## config.mk

```make
export PLATFORM = sky130hd
export DESIGN_NAME = blue_motion
export DESIGN_NICKNAME = d
export VERILOG_FILES = /design/src/rtl/blue_motion_pkg.sv /design/src/rtl/blue_motion_step_seq.sv /design/src/rtl/blue_motion.sv
export SDC_FILE = /design/constraint.sdc
export NUM_CORES = 1
export LEC_CHECK = 0
export CORE_MARGIN = 4
export CORE_UTILIZATION = 35
export DETAILED_ROUTE_END_ITERATION = 10
export GPL_ROUTABILITY_DRIVEN = 0
export HOLD_SLACK_MARGIN = 0.02
export PLACE_DENSITY = 0.63
export SYNTH_ARGS = -nofsm -noshare
export SYNTH_HDL_FRONTEND = slang
export SYNTH_SLANG_ARGS = --single-unit
```

## constraint.sdc

```tcl
create_clock -name clk -period 3.52 [get_ports clk]
set_input_delay 0.704 -clock clk [delete_from_list [all_inputs] [get_ports clk]]
set_output_delay 0.704 -clock clk [all_outputs]
set_load 0.005 [all_outputs]
```

## src/rtl/blue_motion_pkg.sv

```systemverilog
// Shared definitions for the blue sprite: vertical-state encoding, contact flag
// indices, sprite/screen geometry and the step-burst request handed to the sequencer.
package blue_motion_pkg;

  localparam int SPRITE_W = 23;
  localparam int SPRITE_H = 45;
  localparam int SCREEN_W = 640;
  localparam int SCREEN_H = 480;

  localparam logic [1:0] V_GROUND = 2'd0;
  localparam logic [1:0] V_RISE   = 2'd1;
  localparam logic [1:0] V_FALL   = 2'd2;

  localparam int COLL_FLOOR  = 0;
  localparam int COLL_CEIL   = 1;
  localparam int COLL_WALL_R = 2;
  localparam int COLL_WALL_L = 3;

  localparam logic [1:0] SEQ_IDLE   = 2'd0;
  localparam logic [1:0] SEQ_HSTEP  = 2'd1;
  localparam logic [1:0] SEQ_VSTEP  = 2'd2;
  localparam logic [1:0] SEQ_SETTLE = 2'd3;

  typedef struct packed {
    logic [3:0] hx;
    logic [3:0] hv;
  } step_req_t;

  function automatic logic [3:0] sat_inc(input logic [3:0] v, input logic [3:0] lim);
    return (v >= lim) ? lim : v + 4'd1;
  endfunction

endpackage

```

## src/rtl/blue_motion_step_seq.sv

```systemverilog
// Pixel-step sequencer: runs hx horizontal then hv vertical single-pixel steps,
// each followed by a settle cycle so the contact flags catch up with the position.
module blue_step_seq
  import blue_motion_pkg::*;
(
  input  logic      clk,
  input  logic      rst_n,
  input  logic      start,
  input  step_req_t req,
  input  logic      h_abort,
  input  logic      v_abort,
  output logic      h_step,
  output logic      v_step,
  output logic      busy
);

  logic [1:0] state;
  logic [3:0] hx_cnt;
  logic [3:0] hv_cnt;

  always_ff @(posedge clk) begin
    if (!rst_n) begin
      state  <= SEQ_IDLE;
      hx_cnt <= 4'd0;
      hv_cnt <= 4'd0;
    end else begin
      case (state)
        SEQ_IDLE: begin
          if (start) begin
            hx_cnt <= req.hx;
            hv_cnt <= req.hv;
            // An empty burst still spends one busy cycle via SETTLE.
            if (req.hx != 4'd0)      state <= SEQ_HSTEP;
            else if (req.hv != 4'd0) state <= SEQ_VSTEP;
            else                     state <= SEQ_SETTLE;
          end
        end
        SEQ_HSTEP: begin
          hx_cnt <= h_abort ? 4'd0 : hx_cnt - 4'd1;
          state  <= SEQ_SETTLE;
        end
        SEQ_VSTEP: begin
          hv_cnt <= v_abort ? 4'd0 : hv_cnt - 4'd1;
          state  <= SEQ_SETTLE;
        end
        SEQ_SETTLE: begin
          if (hx_cnt != 4'd0)      state <= SEQ_HSTEP;
          else if (hv_cnt != 4'd0) state <= SEQ_VSTEP;
          else                     state <= SEQ_IDLE;
        end
        default: state <= SEQ_IDLE;
      endcase
    end
  end

  assign h_step = (state == SEQ_HSTEP);
  assign v_step = (state == SEQ_VSTEP);
  assign busy   = (state != SEQ_IDLE);

endmodule

```

## src/rtl/blue_motion.sv

```systemverilog
// Blue sprite motion controller: per-frame key/contact decode, jump/fall physics
// and the position registers, stepped one pixel at a time by blue_step_seq.
module blue_motion
  import blue_motion_pkg::*;
#(
  parameter logic [9:0] X_INIT  = 10'd40,
  parameter logic [8:0] Y_INIT  = 9'd300,
  parameter int         STEP_X  = 2,
  parameter int         JUMP_V0 = 8,
  parameter int         V_MAX   = 6,
  parameter logic [9:0] X_MAX   = 10'(SCREEN_W - SPRITE_W),
  parameter logic [8:0] Y_MAX   = 9'(SCREEN_H - SPRITE_H)
) (
  input  logic       clk,
  input  logic       rst_n,
  input  logic       frame_tick,
  input  logic       key_left,
  input  logic       key_right,
  input  logic       key_jump,
  input  logic [3:0] is_collision,
  output logic [9:0] x_blue,
  output logic [8:0] y_blue,
  output logic [1:0] v_state,
  output logic       busy,
  output logic       overrun
);

  localparam logic [3:0] VY_JUMP = 4'(JUMP_V0);
  localparam logic [3:0] VY_MAX  = 4'(V_MAX);

  logic      start;
  logic      h_step, v_step;
  logic      h_abort, v_abort;
  logic      go_right, go_up;
  logic [3:0] vy;
  step_req_t req;

  assign start = frame_tick & ~busy;

  always_comb begin
    req = '0;
    if (key_left ^ key_right) req.hx = 4'(STEP_X);
    if (v_state == V_RISE || v_state == V_FALL) req.hv = vy;
  end

  // Bounds are tested before the move so the unsigned position never wraps.
  assign h_abort = go_right ? (is_collision[COLL_WALL_R] || x_blue == X_MAX)
                            : (is_collision[COLL_WALL_L] || x_blue == 10'd0);
  assign v_abort = go_up    ? (is_collision[COLL_CEIL]   || y_blue == 9'd0)
                            : (is_collision[COLL_FLOOR]  || y_blue == Y_MAX);

  blue_step_seq u_seq (
    .clk     (clk),
    .rst_n   (rst_n),
    .start   (start),
    .req     (req),
    .h_abort (h_abort),
    .v_abort (v_abort),
    .h_step  (h_step),
    .v_step  (v_step),
    .busy    (busy)
  );

  always_ff @(posedge clk) begin
    if (!rst_n) begin
      x_blue   <= X_INIT;
      y_blue   <= Y_INIT;
      v_state  <= V_FALL;
      vy       <= 4'd0;
      go_right <= 1'b0;
      go_up    <= 1'b0;
      overrun  <= 1'b0;
    end else begin
      overrun <= frame_tick & busy;
      if (start) begin
        go_right <= key_right;
        // Direction is frozen for the burst; the apex frame still steps upward
        // even though v_state has already flipped to FALL.
        go_up    <= (v_state == V_RISE);
        case (v_state)
          V_GROUND: begin
            if (key_jump) begin
              v_state <= V_RISE;
              vy      <= VY_JUMP;
            end else if (!is_collision[COLL_FLOOR]) begin
              v_state <= V_FALL;
              vy      <= 4'd1;
            end
          end
          V_RISE: begin
            if (vy <= 4'd1) begin
              v_state <= V_FALL;
              vy      <= 4'd0;
            end else begin
              vy <= vy - 4'd1;
            end
          end
          V_FALL:  vy <= sat_inc(vy, VY_MAX);
          default: begin
            v_state <= V_FALL;
            vy      <= 4'd0;
          end
        endcase
      end
      if (h_step && !h_abort)
        x_blue <= go_right ? x_blue + 10'd1 : x_blue - 10'd1;
      if (v_step) begin
        if (v_abort) begin
          v_state <= go_up ? V_FALL : V_GROUND;
          vy      <= 4'd0;
        end else begin
          y_blue <= go_up ? y_blue - 9'd1 : y_blue + 9'd1;
        end
      end
    end
  end

endmodule
```

==> qor.yml, run 1 <==
outcome: "completed"
grt_max_degree: 22
drtIter0Drc: 116
ant_nets: 0
grtUsageTotal_pct: 14.5
dieArea_mm2: 0.00952
critPathCaptureType: "flip-flop"
final.min_clock_period_ns: 2.45
critPathLaunch: "go_right"
dr.pass1.iters: 4
worst_slew_pin_slew_ns: 0.717
critical_path_buf_inv_count: 1
yosys_warnings: 0
dp.cells: 470
drive_above_1_share_pct: 6.12
grt_overflow: 0
cp_cell_sequence: "inv_2, ha_1, a211oi_1, o21ai_0, a2111oi_0, a2111oi_2, mux2i_1"
htreeDepth: 2
fin_area_mm2: 0.00332
reg2reg_depth: 7
ys_seq_elements: 38
postCtsHoldBufs: 0
drcViolationCount: 0
stdcell_count: 478
std_cell_rows: 32
nets: 418
min_delay_worst_endpoint: "u_seq.hx_cnt[0]"
clock_path_buffers: 2
maxCapViolations: 0
synth-edff-count: 0
core_area_mm2: 0.00777
r2r_slack_ns: 1.07
clock_latency_ns: 0.29
synth_nets: 386
postCtsSetupBuffers: 0
ys_types: 60
clock-sinks: 38
power.leakage_nw: 1.31
post_cts_resized: 0
finalSetupViolCount: 0
clkTransAtPathRegs_ns: 0.08
min_path_type: "reg2reg"
power.density_mw_per_mm2: 700
start_util_pct: 36.2
antenna_found_initial: 0
timing.rr.end: "x_blue[9]"
pin_count: 33
synth_area_mm2: 0.00281
grt_pass1_wl_mm: 11.8
cts_root_buf: "clkbuf_8"
crit_required_ns: 3.69
wirelength_mm: 6.85
cts_tree: "done"
vias: 2651
rsz0062_at_grt: "no"
slowest_stage: "a2111oi_0"
min_path_cells: 2
die_y_um: 97.6
wl_per_cell_um: 14.3
die_x_um: 97.6
place_area_mm2: 0.00323
grt_pass1_vias: 2489
max_freq_ghz: 0.409
dp.final_hpwl_mm: 5.11
worstPathMaxFanout: 12
final_hold_viol_count: 0
cts-buffers-inserted: 5
utilization_pct: 42.8
async_flop_share_pct: 0
slowest_delay_ns: 0.56
rr_startpoint: "go_right"
p_total_w: 0.00233
skew_ns: 0.00868
hp-start: "u_seq.hx_cnt[0]"
yosysSeqAreaShare_pct: 27.1
syn_area_per_cell_um2: 8.19
num_antenna_cells: 0
critPathLaunchType: "flip-flop"
path_delay_family: "compound AO/OA/AOI/OAI gates"
vias_per_cell: 5.55
netlist_instances: 343
synthToLayoutAreaGrowth_pct: 18.3
tns_ns: 0
arrival_ns: 2.62
fin_crit_sh_pct: 69.5
ys.flop_type: "dfxtp_1"
slew_headroom_pct: 52.1
ir_worst_vdd_uv: 232
portBuffers: 32
crit_type: "reg2reg"
slew_viol_final: 0
## synth_stat cells, drive strengths merged, types with 4 or more instances
library cell	count	area, um2
a21o	5	37.5
or3	5	31.3
nand2	30	113
xnor2	8	70.1
a221oi	4	35.0
o21bai	4	30.0
o211ai	6	45.0
mux2i	8	80.1
a21oi	27	135
nand2b	11	68.8
nand3	8	40.0
inv	17	63.8
nor3	6	30.0
dfxtp	38	761
a31oi	5	31.3
o21ai	33	169
or2	4	25.0
xor2	4	35.0
nor2	20	75.1
ha	31	388
clkbuf	6	22.5
a211oi	7	52.6
buf	4	28.8
## metal layers
layer | GRT usage [%] | routed length [um]
met2 | 23.3 | 3150
met4 | 4.37 | 94
met5 | 0 | 0
met1 | 19.8 | 3360
met3 | 2.66 | 246
## worst max-delay path by stage
stage / cells past startpoint / to / slack [ns]
after floorplan: 7 / x_blue[9] / 1.43
after global placement: 6 / y_blue[1] / 0.96
after detailed placement: 6 / y_blue[6] / 0.94
after CTS: 4 / busy / 1.07
after global routing: 7 / x_blue[9] / 0.84
final: 7 / x_blue[9] / 1.07
## cell type report
type | instances | area [um2]
Clock buffer | 6 | 82.6
Clock inverter | 2 | 12.5
Fill cell | 791 | 4440
Inverter | 17 | 63.8
Multi-Input combinational cell | 278 | 1930
Sequential cell | 38 | 761
Tap cell | 102 | 128
Timing Repair Buffer | 35 | 343
## state kept, by name, indices dropped and copies added (netlist names)
register,flops
vy,4
v_state,2
x_blue,10
go_up,1
u_seq.hv_cnt,4
overrun,1
y_blue,9
u_seq.hx_cnt,4
go_right,1
u_seq.state,2
## tightest hold or removal path: stages (launching register included)
cell	delay, ns
dfxtp_1	0.33
nand2_1	0.06
a21oi_1	0.05
## logic make-up after synthesis
group / after synthesis / share of synthesized area, %
compound gates: 116 / 26.8
simple gates: 107 / 19.4
flops: 38 / 27.1
fa+ha+maj: 33 / 15.2
buf+inv: 27 / 4.10
xor+xnor: 12 / 3.74
mux: 10 / 3.65
## power by group
group	internal [W]	total, W	leakage [nW]	switching, W
clock network	0.000158	0.000319	0.0472	0.000161
registers	0.000542	0.000684	0.310	0.000142
logic	0.000624	0.00132	0.957	0.000699
total	0.00132	0.00233	1.31	0.00100
## metrics by stage
stage               hold WS (ns)  setup WS [ns]
finish                     0.482           1.07
CTS                        0.482           1.07
detailed placement         0.471          0.939
floorplan                  0.441           1.43
global route               0.520          0.844
global placement           0.470          0.963
## cell usage in the layout, fill, tap and decap left out, types with 4 or more instances in the layout
cell type / count
nand3_1: 8
a21o_1: 5
or3_1: 5
nand2_1: 30
nand2b_1: 11
nor2_1: 20
ha_1: 31
clkbuf_8: 6
a221oi_1: 4
o21bai_1: 4
a31oi_1: 5
o21ai_0: 30
nor3_1: 6
a21oi_1: 27
mux2i_1: 8
inv_1: 16
o211ai_1: 6
or2_2: 4
xor2_1: 4
clkdlybuf4s50_1: 32
dfxtp_1: 38
xnor2_1: 8
a211oi_1: 7
Note: power is estimated with default switching activity, not from simulation.
==> run 2, diff against run 1 <==
--- a/config.mk
+++ b/config.mk
@@ -10,7 +10,7 @@
 export DETAILED_ROUTE_END_ITERATION = 10
 export GPL_ROUTABILITY_DRIVEN = 0
 export HOLD_SLACK_MARGIN = 0.02
-export PLACE_DENSITY = 0.63
+export PLACE_DENSITY = 0.65
 export SYNTH_ARGS = -nofsm -noshare
 export SYNTH_HDL_FRONTEND = slang
 export SYNTH_SLANG_ARGS = --single-unit
==> constraint.sdc (replaced) <==
create_clock -name clk -period 2.1 [get_ports clk]
set_input_delay 0.42 -clock clk [delete_from_list [all_inputs] [get_ports clk]]
set_output_delay 0.42 -clock clk [all_outputs]
set_load 0.005 [all_outputs]
==> run 2 against run 1 <==
Non-clock buffer count up 43; highest routed layer unchanged; critical path depth unchanged; register-to-register slack worse by 0.98 ns; critical endpoint unchanged; critical path type unchanged; combinational power up 120%; largest cell class unchanged.
==> qor.yml, run 2 (same netlist as run 1, synthesis figures left out) <==
drtIter0Drc: 114  # -1.7%
clock_path_buffers: 2  # unchanged
tns_ns: 0  # unchanged
dp.final_hpwl_mm: 5.69  # +11%
slew_viol_final: 0  # unchanged
critPathLaunch: "go_right"
std_cell_rows: 32  # unchanged
cts-buffers-inserted: 5  # unchanged
clkTransAtPathRegs_ns: 0.09  # about the same
drcViolationCount: 0  # unchanged
utilization_pct: 48.5  # +5.7 points
grt_pass1_vias: 2669  # +7.2%
drive_above_1_share_pct: 18.6  # +12 points
combinationalPowerShare_pct: 60.1  # +3.2 points
met1_usage_pct: 21.7  # +1.9 points
critPathCaptureType: "flip-flop"
grt_util_met2_pct: 25.0  # +1.7 points
reg.largest.list: "x_blue (10), y_blue (9)"
clock-sinks: 38  # unchanged
met3_usage_pct: 2.23  # -0.43 points
final_cell_mix: "buf_4, dfxtp_1, clkdlybuf4s50_1, nand2_1, ha_1"
slew_headroom_pct: 67.9  # +16 points
ant_nets: 0  # unchanged
critPathLaunchType: "flip-flop"
start_util_pct: 36.2  # unchanged
antenna_found_initial: 0  # unchanged
grt_overflow: 0  # unchanged
num_antenna_cells: 0  # unchanged
cts_root_buf: "clkbuf_8"
portBuffers: 32  # unchanged
die_y_um: 97.6  # unchanged
pin_count: 33  # unchanged
wirelength_mm: 7.56  # +10%
nFillCells: 768  # -2.9%
dr.pass1.iters: 5  # +1
p_int_w: 0.00285  # +120%
clock_power_share_pct: 16.6  # +2.9 points
crit_type: "reg2reg"
min_path_type: "reg2reg"
finalSetupViolCount: 0  # unchanged
max_freq_ghz: 0.499  # +22%
fin_crit_sh_pct: 95.4  # +26 points
largest_reg_flops: 10  # unchanged
htreeDepth: 2  # unchanged
rr_startpoint: "go_right"
clock_latency_ns: 0.29  # about the same
synthToLayoutAreaGrowth_pct: 34.1
p_total_w: 0.00472  # +100%
power.density_mw_per_mm2: 1250  # +79%
final_hold_viol_count: 0  # unchanged
worstPathMaxFanout: 8  # -4
power_frac_seq_pct: 23.2  # -6.2 points
core_area_mm2: 0.00777  # unchanged
outcome: "completed"
grtUsageTotal_pct: 15.6  # +1.1 points
ir_worst_vdd_uv: 455  # +96%
maxCapViolations: 0  # unchanged
vias_per_cell: 5.33  # -3.9%
sw_frac_of_total_pct: 39.6  # -3.5 points
rsz0062_at_grt: "no"
wl_per_cell_um: 14.5  # +1.2%
power.leakage_nw: 1.56  # +19%
power_switching_w: 0.00187  # +87%
final.min_clock_period_ns: 2.00  # -0.445 ns
hp-start: "u_seq.hx_cnt[0]"
grt_pass1_wl_mm: 12.7  # +7.8%
grt_max_degree: 18  # -18%
skew_ns: 0.0106  # +0.00191 ns
vias: 2776  # +4.7%
arrival_ns: 2.22  # -0.40 ns
busiest_layer: "met2"
die_x_um: 97.6  # unchanged
final_common_cell: "buf_4"
dieArea_mm2: 0.00952  # unchanged
cts_tree: "done"
worst_slew_pin_slew_ns: 0.477  # -0.240 ns
crit_required_ns: 2.32  # -1.37 ns
regMostFlops: "x_blue"
postCtsSetupBuffers: 0  # unchanged
nets: 461  # +10%
-- run 2: changes by cell type in the layout (fill, tap and decap cells not counted), sizes merged --
cell	delta
bufinv	+2
buf	+43
clkinvlp	-1
clkinv	-1
-- run 2: final timing paths --
kind | endpoint | slack, ns | cells past startpoint
max | x_blue[9] | 0.1 | 7
min | u_seq.hx_cnt[0] | 0.48 | 2
max reg2reg | x_blue[9] | 0.1 | 7
min reg2reg | u_seq.hx_cnt[0] | 0.48 | 2
-- run 2: critical path: stages, from the launching register on --
cell,delay [ns]
dfxtp_1,0.36
inv_2,0.10
ha_1,0.22
nor4_1,0.32
o21ai_1,0.17
and2_1,0.24
a2111oi_4,0.31
mux2i_1,0.21
-- run 2: repair_timing --
action | CTS | global route
pin swaps | 1 | 1
gates resized for setup | 2 | 15
endpoints found under the setup margin | 2 | 8
gates cloned | 0 | 0
hold buffers | 0 | 0
-- run 2: final cells by class --
class	count	area, um2	area share (%)
Clock buffer	6	82.6	2.19
Multi-Input combinational cell	278	1990	52.8
Inverter	17	63.8	1.69
Sequential cell	38	764	20.3
Tap cell	102	128	3.39
Clock inverter	2	60.1	1.59
Timing Repair Buffer	78	678	18.0
-- run 2: routing by layer --
| layer | wire length (um) | vias to the layer above |
|---|---|---|
| met2 | 3570 | 50 |
| li1 | - | 1426 |
| met3 | 234 | 4 |
| met1 | 3690 | 1296 |
| met5 | 0 | - |
| met4 | 65 | 0 |
-- run 2: power groups by stage --
stage	sequential (W)	combinational, W	clock, W
final	0.00110	0.00284	0.000786
after global routing	0.00112	0.00315	0.000822
after CTS	0.00109	0.00270	0.000796
after detailed placement	0.00110	0.00266	0
after global placement	0.00110	0.00263	0
after floorplan	0.00111	0.00160	0
-- run 2: per-stage QoR --
stage | hold slack (ns) | instances | setup WS [ns] | cell area, um2
floorplan | 0.441 | 343 | 0.0115 | 2810
global placement | 0.452 | 513 | 0.0425 | 3560
detailed placement | 0.460 | 513 | -0.00815 | 3560
CTS | 0.475 | 521 | 0.00353 | 3710
global route | 0.493 | 521 | 0.00731 | 3770
finish | 0.480 | 521 | 0.0972 | 3770
==> run 3, diff against run 2 <==
--- a/config.mk
+++ b/config.mk
@@ -5,7 +5,7 @@
 export SDC_FILE = /design/constraint.sdc
 export NUM_CORES = 1
 export LEC_CHECK = 0
-export CORE_MARGIN = 4
+export CORE_MARGIN = 2
 export CORE_UTILIZATION = 35
 export DETAILED_ROUTE_END_ITERATION = 10
 export GPL_ROUTABILITY_DRIVEN = 0
==> run 3 against run 2 <==
Hold slack got worse by 0.0080 ns; critical path depth rose by 1; fmax fell by 1.8%; sequential power barely moved; global-route usage rose by 1.8 points; count of clock-buffer cells in the layout rose by 1; die area fell by 8.0%; clock skew fell by 0.0031 ns; register-to-register slack got worse by 0.04 ns; critical path type unchanged.
==> qor.yml, run 3 (same netlist as run 1, synthesis figures left out) <==
worst_slew_pin_slew_ns: 0.528  # +0.0506 ns
grt_pass1_wl_mm: 12.4  # -2.1%
final_hold_viol_count: 0  # unchanged
finalSetupViolCount: 0  # unchanged
die_y_um: 93.6  # -4.1%
core_area_mm2: 0.00777  # unchanged
regMostFlops: "x_blue"
vias_per_cell: 5.30  # -0.50%
ir_worst_vdd_uv: 408  # -10%
antenna_found_initial: 0  # unchanged
crit_required_ns: 2.28  # -0.04 ns
pin_count: 33  # unchanged
sw_frac_of_total_pct: 41.2  # +1.6 points
grtUsageTotal_pct: 17.4  # +1.8 points
grt_pass1_vias: 2673  # +0.15%
htreeDepth: 2  # unchanged
worstPathMaxFanout: 4  # -4
synthToLayoutAreaGrowth_pct: 32.1
slowest_delay_ns: 0.42  # +0.06 ns
combinationalPowerShare_pct: 63.1  # +3.0 points
max_freq_ghz: 0.490  # -1.8%
critPathLaunchType: "flip-flop"
skew_ns: 0.00750  # -0.00309 ns
num_antenna_cells: 0  # unchanged
fin_crit_sh_pct: 97.2  # +1.8 points
grt_max_degree: 18  # unchanged
largest_reg_flops: 10  # unchanged
clock_power_share_pct: 12.0  # -4.6 points
power.density_mw_per_mm2: 1190  # -4.9%
start_util_pct: 36.2  # unchanged
final.min_clock_period_ns: 2.04  # +0.0377 ns
power.leakage_nw: 1.54  # -1.6%
dr.pass1.iters: 5  # unchanged
critPathCaptureType: "flip-flop"
ff_latch_area_um2: 766  # +0.16%
reg.largest.list: "x_blue (10), y_blue (9)"
rsz0062_at_grt: "yes"
stdcell_count: 521  # unchanged
wl_per_cell_um: 14.1  # -3.0%
portBuffers: 32  # unchanged
drcViolationCount: 0  # unchanged
min_path_type: "reg2reg"
power_frac_seq_pct: 25.0  # +1.8 points
power_switching_w: 0.00182  # -2.7%
drtIter0Drc: 137  # +20%
slew_viol_final: 0  # unchanged
drive_above_1_share_pct: 17.9  # -0.72 points
grt_overflow: 0  # unchanged
cts_tree: "done"
postCtsSetupBuffers: 0  # unchanged
dp.final_hpwl_mm: 5.63  # -1.1%
ant_nets: 0  # unchanged
p_int_w: 0.00260  # -8.8%
dp.cells: 513  # unchanged
crit_type: "reg2reg"
vias: 2762  # -0.50%
final_cell_mix: "buf_4, dfxtp_1, clkdlybuf4s50_1, nand2_1, ha_1"
slew_headroom_pct: 64.5  # -3.4 points
maxCapViolations: 0  # unchanged
cp_cell_sequence: "inv_2, ha_1, a211oi_1, o21ai_1, a2111oi_1, buf_4, a2111oi_4, mux2i_1"
clock_path_buffers: 2  # unchanged
nFillCells: 755  # -1.7%
clkTransAtPathRegs_ns: 0.08  # about the same
clock_latency_ns: 0.29  # about the same
wirelength_mm: 7.34  # -3.0%
final_common_cell: "buf_4"
multi_input_area_mm2: 0.00198  # -0.31%
tns_ns: 0  # unchanged
std_cell_rows: 32  # unchanged
clock-sinks: 38  # unchanged
die_x_um: 93.6  # -4.1%
arrival_ns: 2.22  # about the same
nets: 461  # unchanged
outcome: "completed"
slowest_stage: "a2111oi_1"
whs_ns: 0.472  # -0.00801 ns
dieArea_mm2: 0.00876  # -8.0%
cts_root_buf: "clkbuf_8"
cts-buffers-inserted: 5  # unchanged
==> run 3: final cells by class <==
class / instances / share of cell area, %
inverters: 17 / 1.72
flip-flops and latches: 38 / 20.6
clock buffers: 7 / 2.33
multi-input cells: 278 / 53.5
clock inverters: 1 / 0.135
repair buffers: 78 / 18.3
well taps: 102 / 3.44
==> run 3: per-stage QoR <==
stage                     power, W  instance area [um2]  worst slack [ns]  util [%]
final                      0.00442                 3710            0.0595      47.8
after floorplan            0.00271                 2810            0.0115         -
after detailed placement   0.00379                 3560           -0.0121      45.9
after global placement     0.00374                 3560            0.0423      45.9
after global routing       0.00480                 3710           -0.0431      47.8
after CTS                  0.00434                 3660            0.0160      47.1
==> run 3: final timing paths <==
check / from / to / slack [ns] / depth (start not counted)
max: go_right / x_blue[9] / 0.06 / 8
min: u_seq.hx_cnt[0] / u_seq.hx_cnt[0] / 0.47 / 2
max reg2reg: go_right / x_blue[9] / 0.06 / 8
min reg2reg: u_seq.hx_cnt[0] / u_seq.hx_cnt[0] / 0.47 / 2
==> run 3: per-layer routing <==
layer | global-route usage, % | part of all wire, % | up-vias
li1 | - | - | 1417
met1 | 23.4 | 50 | 1310
met2 | 29.0 | 46 | 30
met3 | 2.98 | 2.6 | 5
met4 | 4.23 | 0.93 | 0
met5 | 0 | 0 | -
==> run 3: critical path, delay by kind of cell, from the launching register on <==
family,cells,cell delay [ns]
compound gates,4,0.91
fa+ha+maj,1,0.29
buf+inv,2,0.26
flops,1,0.35
mux,1,0.13
==> run 3: power by group through the flow <==
stage,Combinational (W),Clock (W),Sequential (W)
after global routing,0.00310,0.000571,0.00113
after floorplan,0.00160,0,0.00111
after global placement,0.00263,0,0.00111
after detailed placement,0.00267,0,0.00111
final,0.00279,0.000529,0.00111
after CTS,0.00270,0.000537,0.00110
==> run 3: timing repair <==
action                     in CTS  in global routing
setup endpoints to repair       2                  7
pin swaps                       0                  1
resized for setup               2                 14
hold buffers                    0                  0
cloned                          0                  0
